`src/rtl/p_dec_pkg.sv`:
```
// Shared widths, defaults and state codes for the p_dec grant decoder.
// Pure definitions: no latency and no backpressure of its own.
package p_dec_pkg;
   localparam int CODE_W   = 2;
   localparam int GNT_W    = 4;
   localparam int CNT_W    = 5;
   localparam int HOLD_DEF = 4;
   localparam int GAP_DEF  = 1;

   typedef logic [1:0] state_t;
   localparam state_t ST_IDLE  = 2'd0;
   localparam state_t ST_GRANT = 2'd1;
   localparam state_t ST_GAP   = 2'd2;

   function automatic logic [GNT_W-1:0] onehot(input logic [CODE_W-1:0] idx);
      return GNT_W'(1) << idx;
   endfunction
endpackage

```
`src/rtl/p_dec_cnt.sv`:
```
// Down-counter with synchronous load, decrement-while-nonzero and a zero flag.
// Load/decrement take effect on the next edge; it has no backpressure.
module p_dec_cnt
   import p_dec_pkg::*;
(
   input  logic             clk,
   input  logic             rst,
   input  logic             load,
   input  logic             dec,
   input  logic [CNT_W-1:0] load_val,
   output logic             zero
);
   logic [CNT_W-1:0] cnt;

   always_ff @(posedge clk or posedge rst) begin
      if (rst)
         cnt <= '0;
      else if (load)
         cnt <= load_val;
      else if (dec && cnt != '0)
         cnt <= cnt - 1'b1;
   end

   assign zero = (cnt == '0);
endmodule

```
`src/rtl/p_dec.sv`:
```
// Request decoder: latches index y and drives a one-hot grant g for HOLD cycles, then GAP idle cycles.
// Latency: g rises one cycle after the accepting edge. Requests while rdy=0 are dropped, not queued.
// Optional P_DEC_EXTEND_EN: a matching request during a grant reloads the hold time.
module p_dec
   import p_dec_pkg::*;
#(
   parameter int HOLD = HOLD_DEF,
   parameter int GAP  = GAP_DEF
)(
   input  logic              clk,
   input  logic              rst,
   input  logic [CODE_W-1:0] y,
   input  logic              v,
   output logic              rdy,
   output logic [GNT_W-1:0]  g,
   output logic              busy,
   output logic              done
);
   localparam logic [CNT_W-1:0] HOLD_LD = CNT_W'(HOLD - 1);
   localparam logic [CNT_W-1:0] GAP_LD  = CNT_W'((GAP > 0) ? GAP - 1 : 0);

   state_t            state, state_nxt;
   logic [CODE_W-1:0] y_lat, y_lat_nxt;
   logic [GNT_W-1:0]  g_nxt;
   logic              done_nxt;
   logic              cnt_load, cnt_dec, cnt_zero;
   logic [CNT_W-1:0]  cnt_ld_val;

   p_dec_cnt u_cnt (
      .clk      (clk),
      .rst      (rst),
      .load     (cnt_load),
      .dec      (cnt_dec),
      .load_val (cnt_ld_val),
      .zero     (cnt_zero)
   );

   always_comb begin
      state_nxt  = state;
      y_lat_nxt  = y_lat;
      g_nxt      = '0;
      done_nxt   = 1'b0;
      cnt_load   = 1'b0;
      cnt_dec    = 1'b0;
      cnt_ld_val = HOLD_LD;
      case (state)
         ST_IDLE: begin
            if (v) begin
               y_lat_nxt = y;
               g_nxt     = onehot(y);
               cnt_load  = 1'b1;
               state_nxt = ST_GRANT;
            end
         end
         ST_GRANT: begin
            g_nxt = onehot(y_lat);
`ifdef P_DEC_EXTEND_EN
            if (v && y == y_lat) begin
               cnt_load = 1'b1;
            end else
`endif
            if (cnt_zero) begin
               // Last grant cycle: drop g and pulse done on the same edge.
               g_nxt    = '0;
               done_nxt = 1'b1;
               if (GAP > 0) begin
                  cnt_load   = 1'b1;
                  cnt_ld_val = GAP_LD;
                  state_nxt  = ST_GAP;
               end else begin
                  state_nxt = ST_IDLE;
               end
            end else begin
               cnt_dec = 1'b1;
            end
         end
         ST_GAP: begin
            if (cnt_zero)
               state_nxt = ST_IDLE;
            else
               cnt_dec = 1'b1;
         end
         default: state_nxt = ST_IDLE;
      endcase
   end

   always_ff @(posedge clk or posedge rst) begin
      if (rst) begin
         state <= ST_IDLE;
         y_lat <= '0;
         g     <= '0;
         done  <= 1'b0;
      end else begin
         state <= state_nxt;
         y_lat <= y_lat_nxt;
         g     <= g_nxt;
         done  <= done_nxt;
      end
   end

   assign rdy  = (state == ST_IDLE);
   assign busy = (state == ST_GRANT) || (state == ST_GAP);
endmodule

```
`config.mk`:
```
export PLATFORM = sky130hd
export DESIGN_NAME = p_dec
export DESIGN_NICKNAME = d
export VERILOG_FILES = /design/src/rtl/p_dec_pkg.sv /design/src/rtl/p_dec_cnt.sv /design/src/rtl/p_dec.sv
export SDC_FILE = /design/constraint.sdc
export NUM_CORES = 1
export LEC_CHECK = 0
export ABC_CLOCK_PERIOD_IN_PS = 4490
export CELL_PAD_IN_SITES_DETAIL_PLACEMENT = 0
export CELL_PAD_IN_SITES_GLOBAL_PLACEMENT = 1
export CORE_MARGIN = 3
export CORE_UTILIZATION = 41
export DETAILED_ROUTE_END_ITERATION = 8
export GPL_TIMING_DRIVEN = 0
export MAX_ROUTING_LAYER = met4
export PLACE_DENSITY = 0.84
export SETUP_SLACK_MARGIN = 0.05
export SLEW_MARGIN = 20
export SYNTH_ARGS = -nofsm -noshare
export SYNTH_HDL_FRONTEND = slang
export SYNTH_SLANG_ARGS = --single-unit
```
`constraint.sdc`:
```
create_clock -name clk -period 4.49 [get_ports clk]
set_clock_uncertainty 0.05 [all_clocks]
set_input_delay 0.449 -clock clk [delete_from_list [all_inputs] [get_ports clk]]
set_output_delay 0.449 -clock clk [all_outputs]
set_load 0.01 [all_outputs]
```
==> results.ini <==
[status]
status=finished clean

[setup_path]
worst_path_largest_cell_delay_ns=0.57
crit-reg2reg-launch=u_cnt.cnt[0]$_DFFE_PP0P_
crit_fanout=5
worstPathRequired_ns=3.99
register_to_register_setup_slack_ns=2.77
standard_cell_with_the_maximum_stage_delay_on_the_critical_path=clkdlybuf4s50_1
critPathTopFamily=buffers and inverters
setup.worst_path.end_class=output pin
worst-r2r-cell-count=5
timing.critical_path.cells=inv_1 -> ha_1 -> clkdlybuf4s50_1
worst_ep_arrival_time_ns=1.69
reg2reg_end=state[1]$_DFFE_PP0P_
critPathLaunchType=register
critical_path_class=reg2out
crit_path_buffers_inverters=2

[synthesis]
post_synth_num_cell_types=23
synth_area_sq_um=693
synth_edf_count=0
yosys_warnings=0
ys_seq_area_frac=0.505
synth_top_flop_cell=dfrtp_1
synth.ff_latch_count=14
post-synth-top-area-fraction=0.505
post_synth_inst_count=64
synthesis.area_per_instance_sq_um=10.8
syn-num-nets=74
ys_top_cells_by_area=dfrtp_1 51%, ha_1 9.0%, inv_1 4.9%
most_frequent_cells_after_synthesis=14 x dfrtp_1, 9 x inv_1, 7 x nand2_1, 5 x ha_1, 5 x o21ai_0
top_count_cell_post_synth=dfrtp_1
synth_async_sr_flop_share=1.00
synth_largest_area_cell=dfrtp_1

[grt]
antenna_found_initial=0
largest_net_degree_at_the_start_of_global_routing=15
grt_overflow_total=0
via_count_of_the_first_global_routing_pass=493
grtUsageTotal=0.140
grt_first_pass_wirelength_um=2080

[final_layout]
insertedDiodeCount=0
syn2layout_area_growth_pct=24.0
final_nets=90
share_of_post_route_cells_with_drive_strength_above_1=0.0886

[cts]
clock_tree.buffer_depth=2
number_of_clock_sinks_seen_by_cts=14
tritoncts.num_buffers=3
clk_pin_slew_worst_paths_ns=0.09
cts_max_level=1
insertion_delay_ns=0.28
count_of_buffers_added_by_post_cts_timing_repair_for_setup=0
cts_tree=done
root_buffer=clkbuf_4
post_cts_resize_count=0
cts-hold-fix-buffers=0

[routing]
drt-initial-drc-count=9
detailedRoute.firstPassIterationCount=4
drt-total-wl_um=1240
via_count=517
avgRoutedWirePerCell_um=13.1
final_antenna_net_count=0
vias_per_cell=5.44
drc=0

[sta]
timing.max_slew.rel_slack=0.649
setup_repair_after_global_routing_missed_its_margin=no
finalSetupViolCount=0
max_clock_freq_ghz=0.456
maxSlewViolCount=0
timing.final.hold_violations=0
setup_ws_ns=2.30
post-route-period-util=0.488
setup_total_negative_slack_ns=0
worstMarginPinSlew_ns=0.526
min_period_ns=2.19

[place]
placement.setup.worst_slack_ns=2.62
last_weighted_congestion_value_of_the_routability_driven_placer=0.777
port-buffer-count=11
dp_hpwl_um=935

[power_and_ir_drop]
vdd.ir_drop.worst_mv=0.356
powerDensity_nw_per_um2=691
leakage_power_of_the_design_nw=0.397

[flow_run]
maxCapViolations=0

[min_path]
min_delay_path_class=in2async

[floorplanning]
num_rows=14
initial_core_util=0.450
floorplan.core_area_sq_um=1540
die-width_um=47.1
die_area_sq_um=2220
ioPinCount=12
overall_die_height_um=47.1

[cells in the final DEF, fill, tap and decap left out, types with 2 or more instances in the layout]
cell	instances
o21ai_0	5
ha_1	5
nand2_1	7
and2_1	2
a31oi_1	2
dfrtp_1	14
nand3_1	2
clkdlybuf4s50_1	11
o22ai_1	2
inv_1	9
or3_1	2
o32ai_1	2
clkbuf_4	3
[per-layer routing]
metal  GRT usage  wire (um)  vias to the layer above
met3      0.0345         46                        2
met1       0.189        612                      246
met4      0.0497         19                        0
li1            -          -                      255
met5           -          0                        -
met2       0.203        563                       14
[sequential cells by signal (all words and copies together), names as in the netlist]
name	flops
y_lat	2
g	4
state	2
done	1
u_cnt.cnt	5
[final cells by class]
| type | count | area, sq um |
|---|---|---|
| multi-input cells | 41 | 309 |
| repair buffers | 11 | 110 |
| flip-flops and latches | 14 | 350 |
| inverters | 9 | 33.8 |
| clock buffers | 4 | 36.3 |
| fillers | 143 | 682 |
| well taps | 16 | 20.0 |
[worst max path at each step]
stage | slack (ns) | cells past startpoint | end | start
final | 2.30 | 3 | busy | state[0]$_DFFE_PP0P_
after global routing | 2.23 | 3 | busy | state[0]$_DFFE_PP0P_
after CTS | 2.29 | 3 | busy | state[0]$_DFFE_PP0P_
after detailed placement | 2.62 | 3 | busy | state[0]$_DFFE_PP0P_
after global placement | 2.62 | 3 | busy | state[0]$_DFFE_PP0P_
after floorplan | 2.96 | 5 | state[1]$_DFFE_PP0P_ | u_cnt.cnt[0]$_DFFE_PP0P_
[where the power goes]
| group | internal [W] | total (W) | switching, W |
|---|---|---|---|
| Combinational | 0.000149 | 0.000295 | 0.000146 |
| Sequential | 0.000174 | 0.000208 | 0.0000342 |
| Clock | 0.0000493 | 0.0000915 | 0.0000421 |
[worst register-to-register path, stage by stage (launching register included)]
cell     delay [ns]
dfrtp_1        0.40
inv_1          0.08
ha_1           0.18
nor4b_4        0.42
o22ai_2        0.17
mux2_4         0.32
[kinds of logic (layout without fill, tap and decap cells)]
family                     count (synthesis)  count (layout)  share of synthesized area
muxes                                      1               1                     0.0217
DFF                                       14              14                      0.505
buffers and inverters                      9              24                     0.0487
xor gates and xnor gates                   1               1                     0.0126
adders and majority gates                  5               5                     0.0903
and+or+nand+nor                           19              19                      0.173
AOI/OAI and AO/OA                         15              15                      0.148
[metrics by stage]
stage	total power (W)	hold slack (ns)	instances	cell area, sq um	utilization
after global routing	0.000641	0.485	95	860	0.558
after detailed placement	0.000506	0.436	91	823	0.534
after global placement	0.000500	0.426	91	823	0.534
after floorplan	0.000405	0.288	64	693	-
final	0.000594	0.447	95	860	0.558
after CTS	0.000598	0.449	95	860	0.558
(Power assumes the default switching activity.)
